`config.mk`:
```
export PLATFORM = sky130hd
export DESIGN_NAME = fifo_stream_reader_flat
export DESIGN_NICKNAME = d
export VERILOG_FILES = /design/src/rtl/fifo_stream_reader_if.sv /design/src/rtl/fifo_stream_reader.sv /design/src/flat_wrapper.sv
export SDC_FILE = /design/constraint.sdc
export NUM_CORES = 1
export LEC_CHECK = 0
export CORE_MARGIN = 4
export CORE_UTILIZATION = 55
export CTS_CLUSTER_DIAMETER = 60
export DETAILED_ROUTE_END_ITERATION = 10
export PLACE_DENSITY = 0.77
export SLEW_MARGIN = 10
export SYNTH_ARGS = -nofsm -noshare
export SYNTH_HDL_FRONTEND = slang
export SYNTH_SLANG_ARGS = --single-unit
```
`constraint.sdc`:
```
create_clock -name rd_clk -period 4.82 [get_ports rd_clk]
set_clock_uncertainty 0.05 [all_clocks]
set_input_delay 0.482 -clock rd_clk [delete_from_list [all_inputs] [get_ports rd_clk]]
set_output_delay 0.482 -clock rd_clk [all_outputs]
set_load 0.01 [all_outputs]
```
`src/rtl/fifo_stream_reader_if.sv`:
```
// Bundles the FIFO read port and the downstream stream port of fifo_stream_reader.
// master = the reader itself, slave = the FIFO/sink environment around it.
interface fifo_stream_reader_if #(
  parameter int DATA_WIDTH = 8
);
  // FIFO read port: fifo_rd_data is valid exactly one cycle after fifo_rdreq.
  logic                  fifo_rdreq;
  logic [DATA_WIDTH-1:0] fifo_rd_data;
  logic                  fifo_empty;

  // Stream port: a word moves when out_valid && out_ready on a rising edge;
  // once out_valid is high, out_data/out_last hold until that transfer.
  logic [DATA_WIDTH-1:0] out_data;
  logic                  out_valid;
  logic                  out_ready;
  logic                  out_last;
  logic [15:0]           word_count;

  modport master (
    output fifo_rdreq,
    input  fifo_rd_data,
    input  fifo_empty,
    output out_data,
    output out_valid,
    input  out_ready,
    output out_last,
    output word_count
  );

  modport slave (
    input  fifo_rdreq,
    output fifo_rd_data,
    output fifo_empty,
    input  out_data,
    input  out_valid,
    output out_ready,
    input  out_last,
    input  word_count
  );
endinterface

```
`src/rtl/fifo_stream_reader.sv`:
```
// Turns a FIFO with a one-cycle read latency into a valid/ready stream through a
// two-entry skid buffer, framing packets of PKT_LEN words and counting transfers.
module fifo_stream_reader #(
  parameter int DATA_WIDTH = 8,
  parameter int PKT_LEN    = 16
) (
  input  logic                   rd_clk,
  input  logic                   aclr_n,
  input  logic                   sclr,
  fifo_stream_reader_if.master   bus
);

  localparam logic [15:0] LAST_IDX = 16'(PKT_LEN - 1);

  logic [DATA_WIDTH-1:0] buf_q   [2];
  logic [DATA_WIDTH-1:0] buf_nxt [2];
  logic [1:0]            occ_q, occ_nxt;
  logic                  infl_q, infl_nxt;
  logic [15:0]           idx_q, idx_nxt;
  logic [15:0]           wcnt_q, wcnt_nxt;
  logic                  valid_q, valid_nxt;
  logic                  last_q, last_nxt;

  logic                  pop;
  logic                  rdreq;
  logic [2:0]            committed;
  logic [2:0]            limit;

  assign pop = valid_q && bus.out_ready;

  // Buffered plus in-flight words may never exceed the two slots, counting the
  // slot freed by a pop this same cycle.
  assign committed = {1'b0, occ_q} + {2'b00, infl_q};
  assign limit     = 3'd2 + {2'b00, pop};
  assign rdreq     = aclr_n && !sclr && !bus.fifo_empty && (committed < limit);

  always_comb begin
    buf_nxt   = buf_q;
    occ_nxt   = occ_q;
    idx_nxt   = idx_q;
    wcnt_nxt  = wcnt_q;
    infl_nxt  = rdreq;
    valid_nxt = 1'b0;
    last_nxt  = 1'b0;

    if (pop) begin
      buf_nxt[0] = buf_q[1];
      occ_nxt    = occ_q - 2'd1;
      idx_nxt    = (idx_q == LAST_IDX) ? 16'd0 : idx_q + 16'd1;
      wcnt_nxt   = wcnt_q + 16'd1;
    end

    // A returning word lands behind whatever remains after the pop; a full
    // buffer keeps its contents and the word is dropped.
    if (infl_q && (occ_nxt != 2'd2)) begin
      buf_nxt[occ_nxt[0]] = bus.fifo_rd_data;
      occ_nxt             = occ_nxt + 2'd1;
    end

    if (sclr) begin
      occ_nxt  = 2'd0;
      idx_nxt  = 16'd0;
      wcnt_nxt = 16'd0;
      infl_nxt = 1'b0;
    end

    valid_nxt = (occ_nxt != 2'd0);
    last_nxt  = valid_nxt && (idx_nxt == LAST_IDX);
  end

  always_ff @(posedge rd_clk or negedge aclr_n) begin
    if (!aclr_n) begin
      buf_q[0] <= '0;
      buf_q[1] <= '0;
      occ_q    <= 2'd0;
      infl_q   <= 1'b0;
      idx_q    <= 16'd0;
      wcnt_q   <= 16'd0;
      valid_q  <= 1'b0;
      last_q   <= 1'b0;
    end else begin
      buf_q[0] <= buf_nxt[0];
      buf_q[1] <= buf_nxt[1];
      occ_q    <= occ_nxt;
      infl_q   <= infl_nxt;
      idx_q    <= idx_nxt;
      wcnt_q   <= wcnt_nxt;
      valid_q  <= valid_nxt;
      last_q   <= last_nxt;
    end
  end

  assign bus.fifo_rdreq = rdreq;
  assign bus.out_data   = buf_q[0];
  assign bus.out_valid  = valid_q;
  assign bus.out_last   = last_q;
  assign bus.word_count = wcnt_q;

endmodule

```
`src/flat_wrapper.sv`:
```
// flat-port wrapper written by rule: the top's interface ports become plain ports
module fifo_stream_reader_flat 
#(
  parameter int DATA_WIDTH = 8,
  parameter int PKT_LEN    = 16
)
  (rd_clk, aclr_n, sclr, bus_fifo_rdreq, bus_fifo_rd_data, bus_fifo_empty, bus_out_data, bus_out_valid, bus_out_ready, bus_out_last, bus_word_count);
  fifo_stream_reader_if #(.DATA_WIDTH(DATA_WIDTH)) bus_i ();
  input  logic rd_clk;
  input  logic aclr_n;
  input  logic sclr;
  output wire logic [$bits(bus_i.fifo_rdreq)-1:0] bus_fifo_rdreq;
  input wire logic [$bits(bus_i.fifo_rd_data)-1:0] bus_fifo_rd_data;
  input wire logic [$bits(bus_i.fifo_empty)-1:0] bus_fifo_empty;
  output wire logic [$bits(bus_i.out_data)-1:0] bus_out_data;
  output wire logic [$bits(bus_i.out_valid)-1:0] bus_out_valid;
  input wire logic [$bits(bus_i.out_ready)-1:0] bus_out_ready;
  output wire logic [$bits(bus_i.out_last)-1:0] bus_out_last;
  output wire logic [$bits(bus_i.word_count)-1:0] bus_word_count;
  assign bus_fifo_rdreq = bus_i.fifo_rdreq;
  assign bus_i.fifo_rd_data = bus_fifo_rd_data;
  assign bus_i.fifo_empty = bus_fifo_empty;
  assign bus_out_data = bus_i.out_data;
  assign bus_out_valid = bus_i.out_valid;
  assign bus_i.out_ready = bus_out_ready;
  assign bus_out_last = bus_i.out_last;
  assign bus_word_count = bus_i.word_count;
  fifo_stream_reader #(.DATA_WIDTH(DATA_WIDTH), .PKT_LEN(PKT_LEN)) u_core (.rd_clk(rd_clk), .aclr_n(aclr_n), .sclr(sclr), .bus(bus_i));
endmodule
```
==> results of run 1 <==
==> power by group <==
| part | total (W) | switching [W] | internal (W) |
|---|---|---|---|
| clock network | 0.000288 | 0.000137 | 0.000151 |
| registers | 0.000584 | 0.0000580 | 0.000526 |
| logic | 0.000322 | 0.000155 | 0.000168 |
==> final cells by class <==
cell class | instances | area share, %
multi-input combinational | 206 | 40.2
sequential | 53 | 41.3
timing repair buffer | 40 | 12.2
clock inverter | 2 | 1.09
clock buffer | 5 | 2.15
tap | 67 | 2.61
inverter | 3 | 0.351
==> cell usage in the layout (no fill, tap or decap), types with 2 or more instances in the layout <==
cell,count
dfrtp_1,53
nor2_1,43
clkdlybuf4s50_1,38
nand2_1,36
xnor2_1,15
xor2_1,15
nand3_1,12
a31oi_1,9
mux2_2,8
nand4_1,7
a21oi_1,7
ha_1,6
nor4_1,5
clkbuf_8,5
o21ai_0,4
and3_2,3
and3_1,3
inv_1,3
or3_1,3
or2_2,2
nor3_1,2
nor2b_1,2
nor3_2,2
and4b_1,2
==> metrics by stage <==
step | hold slack, ps | power, W | area, um^2
CTS | 338 | 0.00121 | 3210
global placement | 439 | 0.000900 | 3100
finish | 318 | 0.00119 | 3210
global route | 375 | 0.00127 | 3210
detailed placement | 446 | 0.000916 | 3100
floorplan | 136 | 0.000814 | 2750
==> worst max-delay path by stage <==
| stage | start | end | slack [ps] | cells after the start |
|---|---|---|---|---|
| floorplan | u_core.bus.out_valid | u_core.bus.out_last | 2240 | 13 |
| finish | bus_out_ready | u_core.bus.out_last | 1580 | 12 |
| CTS | bus_out_ready | u_core.bus.out_last | 1610 | 12 |
| detailed placement | bus_out_ready | u_core.bus.out_last | 1310 | 12 |
| global route | bus_out_ready | u_core.bus.out_last | 1350 | 12 |
| global placement | bus_out_ready | u_core.bus.out_last | 1510 | 12 |
==> per-layer routing <==
metal / vias up / global-route usage [%] / share of wire [%]
met4: 0 / 7.52 / 2.0
met3: 11 / 4.08 / 3.8
li1: 1015 / - / -
met2: 49 / 29.4 / 47
met5: - / 0 / 0
met1: 970 / 26.7 / 47
==> cell families after synthesis <==
| family | count (synthesis) | synth area share (%) |
|---|---|---|
| AO/OA/AOI/OAI | 28 | 6.59 |
| flip-flops | 53 | 48.2 |
| multiplexers | 8 | 3.27 |
| adder cells (fa/ha/maj) | 6 | 2.73 |
| XOR/XNOR | 30 | 9.54 |
| buffers and inverters | 25 | 5.00 |
| AND/OR/NAND/NOR | 134 | 24.7 |
==> worst max-delay path: cells and delay by family <==
family                     cells  cell delay, ps
and+or+nand+nor                5            1340
AOI/OAI and AO/OA              2             310
xor gates and xnor gates       1             170
adders and majority gates      2             430
buffers and inverters          2             690
==> impl_results.md, run 1 <==
* Outcome: finished clean
* Post-synth top cells: 53 x dfrtp_1, 43 x nor2_1, 36 x nand2_1, 15 x xnor2_1, 15 x xor2_1
* Vias at between 2000 and 2500
* Critical-path maximum fanout at 18
* Clock buffer depth at 2
* Final hold violation count at 0
* ANT cells at 0
* Grt ovf at 0
* Final ANT Viol Nets at 0
* Ports at 40
* CP peak stage delay at around 640 ps
* Number of synthesized flops with an enable pin at 0
* Layout cell share with drive strength beyond 1 at between 10% and 20%
* Syn Nets at a little over 300
* YS warnings at 0
* # rows at 25
* Final setup margin at 1580 ps
* Worst Hold Class: in2async
* Crit-path cells: clkdlybuf4s50_1 -> and2_2 -> xnor2_1 -> ha_1 -> nor2b_1 -> ha_1 -> inv_1 -> a31oi_1 -> o31a_1 -> nand2_1 -> nor4_1 -> and4_1
* Post-route DRC violation count at 0
* R2R Setup Slk at ~1900 ps
* Worst slew pin tran at just over 800 ps
* Critical Path RT at 5010 ps
* FF/Latch Area at approximately 0.0013 mm^2
* Area of the multi-input gates at 0.00129 mm^2
* Final core utilization at approximately two thirds
* Top FF cell, synth: dfrtp_1
* Top-area cell type share of the netlist area at a little under 50%
* Total CTS buffers at 5
* Cell accounting for the most synthesized area: dfrtp_1
* Post-synth cell types at 47
* Unrepaired setup endpoints after global routing: no
* Fill count at 378
* Initial antenna violation count at 0
* R2R Path End: u_core.bus.out_last
* Avg Cell Area, Syn at around 9.7 um^2
* Highest-delay cell along the critical path: clkdlybuf4s50_1
* Largest net degree at the start of global routing at between 50 and 60
* Clk root buf: clkbuf_8
* Dpl ws at 1310 ps
* CP Launch Type: input port
* Flops & latches, synth at 53
* Vias per cell at around 5.4
* CTS tree: built
* H-Tree Level Count at 2
* Post-CTS Setup Repair Bufs at 0
* WS Path Type: in2reg
* Setup Viol. Count Final at 0
* Hpwl dp at just under 4000 um
* RR Startpoint: u_core.bus.out_valid
* Sequential fraction of the synthesis area at between 40% and 50%
* Mapped cell area at about 0.0028 mm^2
* Routed wire per std cell at between 10 and 15 um
* Max Freq at just over 300 MHz
* Cell Count, Final, Fillers Out at around 380
* Routability cong. at about 0.80
* Maximum Capacitance Violations at 0
* CTS Hold Bufs at 0
* CP endpoint kind: flip-flop
* Die Wd at 78.8 um
* Clock latency on the worst-skew pair at approximately 300 ps
* Tcrit/Tclk final at between 60% and 70%
* GRT Util Overall at between 10% and 20%
* Most frequent cell after synthesis: dfrtp_1
* Global-route wire length before repair at ~9300 um
* Dominant cells by area after synthesis: dfrtp_1 48%, nor2_1 5.9%, nand2_1 4.9%
* Post-CTS sizing at 0
* Clk slew on worst S/H paths at roughly 90 ps
* PwrDens at ~370 mW/mm^2
* CP Data Arrival Time at between 3000 and 4000 ps
* Inst Count DP at between 300 and 400
* Crit path time final at about 3200 ps
* Area Overhead vs Synth at 16.5%
* P_leak at approximately 1.4 nW
* Initial Utilization at 57.5%
* Drt pass-1 iters at 4
* Clock sinks at 53
* Vias in the first global route at roughly 2000
* Final-stage net count at around 330
* Core Area at between 0.004 and 0.005 mm^2
* Crit path top cell by count: ha_1
* Setup TNS at 0 ps
* Buffers on Ports at 39
* Max Slew Vio Count at 0
* Die Y at around 80 um
* Peak VDD IR at 0.208 mV
* Die Area at 0.00620 mm^2
* Routed Wire Length at approximately 5500 um
* Mapped Cells at 284
* Worst slew margin at about 45%
* Async set-reset flop share out of synthesis at 100%
* First DRT Iteration DRCs at 99
* R2R depth at 11
(Power assumes the default switching activity.)
==> run 2, diff against run 1 <==
Settings changed: CORE_UTILIZATION 55 to 54, PLACE_DENSITY 0.77 to 0.75.
Clock period 4.82 ns to 3.31 ns, I/O delays scaled along.
==> impl_results.md, run 2 (synthesis gave the netlist of run 1 again) <==
* Outcome: finished clean (unchanged)
* Drt pass-1 iters at 5 (was 4)
* Vias at 2114 (was 2045)
* Tcrit/Tclk final at between 80% and 90%
* # rows at 25 (unchanged)
* Buf/Inv on CP at 2 (unchanged)
* Worst slew pin tran at 669 ps (was 817 ps)
* Vias per cell at 5.55 (was 5.44)
* H-Tree Level Count at 2 (unchanged)
* Post-CTS sizing at 0 (unchanged)
* Core Area at 0.00482 mm^2 (was 0.00479 mm^2)
* Placement Cell Area at 0.00313 mm^2 (was 0.00310 mm^2)
* Area Overhead vs Synth at 17.9% (was 16.5%)
* Max Freq at between 300 and 400 MHz
* R2R Setup Slk at 720 ps (was 1860 ps)
* Highest-delay cell along the critical path: clkdlybuf4s50_1 (unchanged)
* Most common cell after layout, fill and taps aside: dfrtp_1 (unchanged)
* Final hold violation count at 0 (unchanged)
* Power share of the clock group at 25.0% (was 24.1%)
* Total power at 0.00177 W (was 0.00119 W)
* Clock buffer depth at 2 (unchanged)
* CP peak stage delay at 640 ps (about the same)
* Crit-path cells: clkdlybuf4s50_1 -> nand3b_1 -> xnor2_1 -> ha_1 -> nor2b_1 -> ha_1 -> inv_1 -> a31oi_1 -> o31a_1 -> nand2_1 -> nor4_1 -> and4_1 (was clkdlybuf4s50_1 -> and2_2 -> xnor2_1 -> ha_1 -> nor2b_1 -> ha_1 -> inv_1 -> a31oi_1 -> o31a_1 -> nand2_1 -> nor4_1 -> and4_1)
* Clock latency on the worst-skew pair at 310 ps (was 300 ps)
* Commonest cells after routing, fill and taps aside: 53 x dfrtp_1, 43 x nor2_1, 38 x clkdlybuf4s50_1 (unchanged)
* Cell internal pwr at 0.00125 W (was 0.000845 W)
* Die Area at 0.00631 mm^2 (was 0.00620 mm^2)
* Final ANT Viol Nets at 0 (unchanged)
* Buffers on Ports at 39 (unchanged)
* Unrepaired setup endpoints after global routing: no (unchanged)
* Layout cell share with drive strength beyond 1 at 11.8% (was 10.7%)
* Routed wire per std cell at 14.6 um (was 14.7 um)
* First DRT Iteration DRCs at 86 (was 99)
* CP endpoint kind: flip-flop (unchanged)
* Grt ovf at 0 (unchanged)
* Setup Viol. Count Final at 0 (unchanged)
* Largest net degree at the start of global routing at 55 (unchanged)
* Vias in the first global route at 2091 (was 1987)
* Critical Path RT at 3510 ps (was 5010 ps)
* Maximum Capacitance Violations at 0 (unchanged)
* CP top delay family: buffers and inverters (was simple AND/OR/NAND/NOR gates)
* Initial antenna violation count at 0 (unchanged)
* WHS at 159 ps (was 318 ps)
* WS Path Type: in2reg (unchanged)
* Setup TNS at 0 ps (unchanged)
* Post-route DRC violation count at 0 (unchanged)
* Clock sinks at 53 (unchanged)
* Crit path time final at 2690 ps
* Sequential share of power at 47.7% (was 48.9%)
* Die Y at 79.4 um (was 78.8 um)
* CP Launch Type: input port (unchanged)
* Clk slew on worst S/H paths at 90 ps (about the same)
* Final Instance Area at 0.00325 mm^2 (was 0.00321 mm^2)
* CTS Hold Bufs at 0 (unchanged)
* Switching share of power at 29.7% (was 29.3%)
* Worst Hold Class: in2async (unchanged)
* GRT Util Overall at 19.8% (was 19.2%)
* Total CTS buffers at 5 (unchanged)
* Clk root buf: clkbuf_8 (unchanged)
* Peak VDD IR at 0.416 mV (was 0.208 mV)
* Max Slew Vio Count at 0 (unchanged)
* PwrDens at 547 mW/mm^2 (was 372 mW/mm^2)
* Routability cong. at 0.872 (was 0.801)
* Ports at 40 (unchanged)
* P_leak at 1.37 nW (was 1.35 nW)
* Fill count at 395 (was 378)
* ANT cells at 0 (unchanged)
* Critical-path maximum fanout at 8 (was 18)
* Crit path top cell by count: ha_1 (unchanged)
* CTS tree: built (unchanged)
* Comb power frac at 27.3% (was 27.0%)
* Final-stage net count at 332 (was 328)
* Post-CTS Setup Repair Bufs at 0 (unchanged)
* CP Data Arrival Time at 2890 ps (was 3430 ps)
* Global-route wire length before repair at 9880 um (was 9250 um)
* Routed Wire Length at 5550 um (was 5520 um)
* Initial Utilization at 57.2% (was 57.5%)
* Switch Pwr at 0.000527 W (was 0.000350 W)
* Worst slew margin at 55.4% (was 45.3%)
* Die Wd at 79.4 um (was 78.8 um)
* Hpwl dp at 3930 um (was 3970 um)
-- run 2: cell count changes in the layout (fill, tap and decap cells not counted), sizes merged --
cell	previous run	this run
clkbuf	5	6
buf	2	6
-- run 2: final timing paths --
check	startpoint	end	depth (start not counted)
setup / recovery	bus_out_ready	u_core.bus.out_last	12
setup reg to reg	u_core.bus.out_valid	u_core.bus.out_last	11
hold reg to reg	flip-flop	flip-flop	1
hold / removal	aclr_n	u_core.bus.word_count[8]	2
max in group asynchronous	aclr_n	u_core.bus.word_count[9]	2
min in group rd_clk	flip-flop	flip-flop	1
-- run 2: area by class of cell --
cell class | instances | area [um^2] | share of cell area, %
sequential | 53 | 1330 | 40.9
multi-input combinational | 206 | 1290 | 39.7
timing repair buffer | 44 | 423 | 13.0
tap | 67 | 83.8 | 2.58
clock buffer | 6 | 72.6 | 2.24
clock inverter | 2 | 38.8 | 1.20
inverter | 3 | 11.3 | 0.347
-- run 2: per-stage QoR --
step	utilization (%)	setup WS, ps	instances
4_1_cts	67.4	618	381
6_report	67.4	622	381
2_1_floorplan	-	726	284
3_3_place_gp	65.1	484	373
3_5_place_dp	65.1	298	373
5_1_grt	67.4	442	381
-- run 2: power groups by stage --
stage / Combinational, W / Sequential [W] / Clock [W]
5_1_grt: 0.000544 / 0.000863 / 0.000487
4_1_cts: 0.000491 / 0.000845 / 0.000452
3_3_place_gp: 0.000470 / 0.000856 / 0
6_report: 0.000484 / 0.000847 / 0.000444
2_1_floorplan: 0.000343 / 0.000842 / 0
3_5_place_dp: 0.000489 / 0.000859 / 0
-- run 2: metal layers --
layer,global-route usage [%],vias to the layer above,part of all wire [%]
met5,0,-,0
met4,6.36,0,1.4
met3,3.84,6,2.4
met2,31.0,28,48
met1,27.7,1064,49
li1,-,1016,-
